### src/rtl/fetch_stage.sv
// Instruction-fetch stage: owns the PC, reads 16-bit words from a stallable
// instruction memory and drives the IF/ID register feeding decode.
module fetch_stage #(
  parameter logic [15:0] RESET_PC  = 16'h0000,
  parameter logic [15:0] NOP_INSTR = 16'h0800
) (
  input  logic        clk,
  input  logic        rst,
  input  logic        stall,
  input  logic        redirect,
  input  logic [15:0] redirect_pc,
  output logic [15:0] imem_addr,
  output logic        imem_req,
  input  logic        imem_rdy,
  input  logic [15:0] imem_data,
  input  logic        imem_err,
  output logic [15:0] instr,
  output logic [15:0] pc_plus2,
  output logic        valid,
  output logic        halted,
  output logic        err
);

  typedef enum logic {FETCH = 1'b0, HALTED = 1'b1} state_t;

  state_t      state, state_nxt;
  logic [15:0] pc, pc_nxt, pc_inc;
  logic [15:0] instr_nxt, pc_plus2_nxt;
  logic        valid_nxt, err_nxt;
  logic        fire, is_halt;

  // Memory handshake: a word transfers on any cycle where imem_req and
  // imem_rdy are both high; imem_data and imem_err are only meaningful then.
  assign pc_inc    = pc + 16'd2;
  assign imem_addr = pc;
  assign imem_req  = ~rst & (state == FETCH) & ~stall & ~redirect;
  assign fire      = imem_req & imem_rdy;
  assign is_halt   = (imem_data[15:11] == 5'b00000);
  assign halted    = (state == HALTED);

  always_comb begin
    state_nxt    = state;
    pc_nxt       = pc;
    instr_nxt    = instr;
    pc_plus2_nxt = pc_plus2;
    valid_nxt    = valid;
    err_nxt      = err | (fire & imem_err);

    if (redirect) begin
      // Targets are halfword aligned; an odd target is flagged, not trapped.
      pc_nxt    = {redirect_pc[15:1], 1'b0};
      instr_nxt = NOP_INSTR;
      valid_nxt = 1'b0;
      state_nxt = FETCH;
      if (redirect_pc[0]) err_nxt = 1'b1;
    end else if (stall) begin
      // Everything holds; any memory data this cycle is dropped.
    end else if (state == HALTED) begin
      instr_nxt = NOP_INSTR;
      valid_nxt = 1'b0;
    end else if (fire) begin
      instr_nxt    = imem_data;
      pc_plus2_nxt = pc_inc;
      valid_nxt    = 1'b1;
      if (is_halt) state_nxt = HALTED;
      else         pc_nxt    = pc_inc;
    end else begin
      instr_nxt = NOP_INSTR;
      valid_nxt = 1'b0;
    end
  end

  always_ff @(posedge clk) begin
    if (rst) begin
      state    <= FETCH;
      pc       <= RESET_PC;
      instr    <= NOP_INSTR;
      pc_plus2 <= 16'h0000;
      valid    <= 1'b0;
      err      <= 1'b0;
    end else begin
      state    <= state_nxt;
      pc       <= pc_nxt;
      instr    <= instr_nxt;
      pc_plus2 <= pc_plus2_nxt;
      valid    <= valid_nxt;
      err      <= err_nxt;
    end
  end

endmodule
### config.mk
export PLATFORM = sky130hd
export DESIGN_NAME = fetch_stage
export DESIGN_NICKNAME = d
export VERILOG_FILES = /design/src/rtl/fetch_stage.sv
export SDC_FILE = /design/constraint.sdc
export NUM_CORES = 1
export LEC_CHECK = 0
export ABC_AREA = 1
export CAP_MARGIN = 20
export CORE_MARGIN = 4
export CORE_UTILIZATION = 44
export DETAILED_ROUTE_END_ITERATION = 10
export PLACE_DENSITY = 0.8
export SYNTH_ARGS = -nofsm -noshare
export SYNTH_HDL_FRONTEND = slang
export SYNTH_SLANG_ARGS = --single-unit
### constraint.sdc
create_clock -name clk -period 1.8 [get_ports clk]
set_input_delay 0.45 -clock clk [delete_from_list [all_inputs] [get_ports clk]]
set_output_delay 0.45 -clock clk [all_outputs]
set_load 0.1 [all_outputs]
==> results.py <==
metrics = {
    "outcome": {
        "status": "complete, no violations",
    },
    "placement": {
        "hpwl_um": 5560,
        "gp_congestion": 0.831,
        "io_buffers": 87,
    },
    "cts": {
        "clock_latency_ns": 0.31,
        "cts_max_level": 2,
        "cts_root_buf": "clkbuf_8",
        "clk_pin_slew_ns": 0.09,
        "post_cts_buffers": 0,
        "clock-sinks": 49,
        "numCtsBuffers": 5,
        "ctsLongestPathBuffers": 2,
        "tritoncts": "done",
    },
    "timing": {
        "hold_slack_ns": 0.495,
        "period_needed_ns": 1.78,
        "maxSlewViolCount": 0,
        "tns_ns": 0,
        "fin_skew_ns": 0.00630,
        "fmax_ghz": 0.561,
        "rsz0062_at_grt": "no",
        "setup_viol": 0,
        "fin_crit_sh": 0.990,
        "hold_viol": 0,
    },
    "detailed_routing": {
        "antenna_left": 0,
        "drtPass1Iterations": 4,
        "drtIter0Drc": 142,
        "vias_per_cell": 5.11,
        "drc": 0,
        "wl_um": 7180,
        "vias": 2534,
        "routedWlPerCell_um": 14.5,
    },
    "global_routing": {
        "grt_pass1_vias": 2390,
        "met3_usage": 0.0366,
        "use_met2": 0.392,
        "antenna_found_initial": 0,
        "grt_overflow": 0,
        "grt-busiest-layer": "met2",
        "grt_max_degree": 18,
        "grtUsageMet1": 0.277,
        "grt_use_total": 0.227,
        "grt_pass1_wl_um": 11500,
    },
    "power_and_ir_drop": {
        "irDropWorstVdd_mv": 0.491,
        "pwr_density_cell_nw_per_um2": 658,
        "power_uw": 2590,
        "pwr-share-clk": 0.274,
        "p_int_uw": 1740,
        "p_comb_frac": 0.270,
        "p_seq_frac": 0.456,
        "switchingPower_uw": 853,
        "leakage_uw": 0.00165,
        "swShare": 0.329,
    },
    "yosys": {
        "ys.flop_type": "dfxtp_1",
        "syn_inst": 331,
        "synth_seq_area_share": 0.416,
        "avgSynthCellArea_um2": 7.13,
        "synth_edf_count": 0,
        "yosysUniqueCellTypes": 33,
        "yosys-top-cells-area": "dfxtp_1, nand2_1, a21oi_1, inv_1, nand3_1",
        "synth_top_area_frac": 0.416,
        "synthArstFlopShare": 0,
        "syn_area_um2": 2360,
        "ys_seq_elements": 49,
        "synth_largest_area_cell": "dfxtp_1",
        "synth_warnings": 0,
    },
    "flow_run": {
        "drv_cap": 0,
    },
    "min_path": {
        "hp-class": "flip-flop to flip-flop",
        "min_to": "instr[1]",
        "hold_start": "instr[1]",
        "hold_depth": 2,
    },
    "final_layout": {
        "drive_gt1_frac": 0.225,
        "final_common_cell": "nand2_1",
        "diodes": 0,
        "layout.nets": 464,
        "areaGrowthSynthToFinish_pct": 67.2,
        "layout_common_cells": "nand2_1, buf_12, dfxtp_1",
        "num-fill-cells": 383,
    },
    "worst_setup_path": {
        "max_stage_delay_ns": 0.39,
        "crit_arrival_ns": 1.33,
        "r2r.worst_path.cells": 8,
        "worst-path-max-fanout": 4,
        "worstSetupStartpointType": "input port",
        "cp_cell_sequence": "dlygate4sd2_1 > nor2_8 > nand2_2 > clkinvlp_4 > buf_12",
        "ff2ff_setup_slack_ns": 0.22,
        "criticalPathCategory": "input port to primary output",
        "r2r_start": "imem_addr[2]",
        "crit_required_ns": 1.35,
        "cp-end-kind": "primary output",
        "rr_endpoint": "pc_plus2[11]",
        "critical-path-slowest-cell": "dlygate4sd2_1",
    },
    "die": {
        "die_x_um": 81.2,
        "die_height_um": 81.2,
        "num_io_pins": 90,
        "start_util": 0.459,
        "core_um2": 5140,
        "die_area_um2": 6600,
        "rows": 26,
    },
}
==> cell type report <==
type / count / area (um^2) / area share
Clock buffer: 7 / 96.3 / 0.0244
Tap cell: 70 / 87.6 / 0.0222
Multi-Input combinational cell: 234 / 1140 / 0.288
Sequential cell: 49 / 997 / 0.253
Inverter: 33 / 128 / 0.0324
Timing Repair Buffer: 102 / 1490 / 0.379
Clock inverter: 1 / 5.00 / 0.00127
==> routing by layer <==
metal	vias to the layer above	share of wire	wire, um
li1	1247	-	-
met1	1173	0.40	2880
met2	99	0.51	3670
met3	15	0.063	455
met4	0	0.024	169
met5	-	0	0
==> synthesized netlist by cell type, types with 2 or more instances <==
master    instances
nand2_2           2
buf_2             3
nand2_1         109
buf_4             2
a21oi_1          28
a21o_1            2
nand4_1           7
o211ai_1          2
nand3b_1          2
a21boi_1          4
xor2_1            2
o21ai_0          15
nand3_1          19
inv_1            32
o21a_1            4
a31oi_1           3
a21boi_0          2
buf_6             7
nor2_1           20
dfxtp_1          49
nor2_4            2
clkbuf_1          4
==> cell families after synthesis <==
| group | synth area share |
|---|---|
| other | 0.00159 |
| AO/OA/AOI/OAI | 0.155 |
| AND/OR/NAND/NOR | 0.306 |
| buffers and inverters | 0.105 |
| flip-flops | 0.416 |
| adder cells (fa/ha/maj) | 0.00530 |
| XOR/XNOR | 0.0111 |
==> registers in the layout, indices dropped and copies added (netlist names) <==
register / count
err: 1
halted: 1
imem_addr: 15
instr: 16
pc_plus2: 15
valid: 1
==> critical path: cells and delay by family <==
family / cells / cell delay (ns)
buf+inv: 3 / 0.67
simple gates: 2 / 0.20
==> metrics by stage <==
| step | cells | util | setup WS [ns] | area, um^2 |
|---|---|---|---|---|
| finish | 496 | 0.767 | 0.0186 | 3940 |
| global route | 496 | 0.767 | 0.00153 | 3940 |
| CTS | 496 | 0.767 | 0.0222 | 3940 |
| detailed placement | 488 | 0.748 | -0.311 | 3840 |
| global placement | 488 | 0.748 | -0.208 | 3840 |
| floorplan | 332 | - | 0.00662 | 2380 |
==> what timing repair did <==
| item | 4_1_cts | 5_1_grt |
|---|---|---|
| pin swaps | 1 | 0 |
| setup endpoints to repair | 1 | 1 |
| hold buffers | 0 | 0 |
| gates resized for setup | 3 | 1 |
==> power groups by stage <==
stage               clock network (uW)  registers [uW]  logic [uW]
floorplan                            0            1430         172
global placement                     0            1200         691
detailed placement                   0            1210         701
CTS                                728            1180         702
global route                       767            1190         732
finish                             711            1180         700
==> how the worst max path moves through the flow <==
stage                  from       endpoint  slack, ns  cells past startpoint
5_1_grt            redirect       imem_req      0.002                      5
3_5_place_dp       redirect  imem_addr[10]      -0.31                      7
3_3_place_gp       redirect       imem_req      -0.21                      5
6_report           redirect       imem_req       0.02                      5
2_1_floorplan  imem_addr[2]   pc_plus2[11]      0.007                      8
4_1_cts            redirect       imem_req       0.02                      5
No activity file was read; power rests on OpenSTA's default activity.
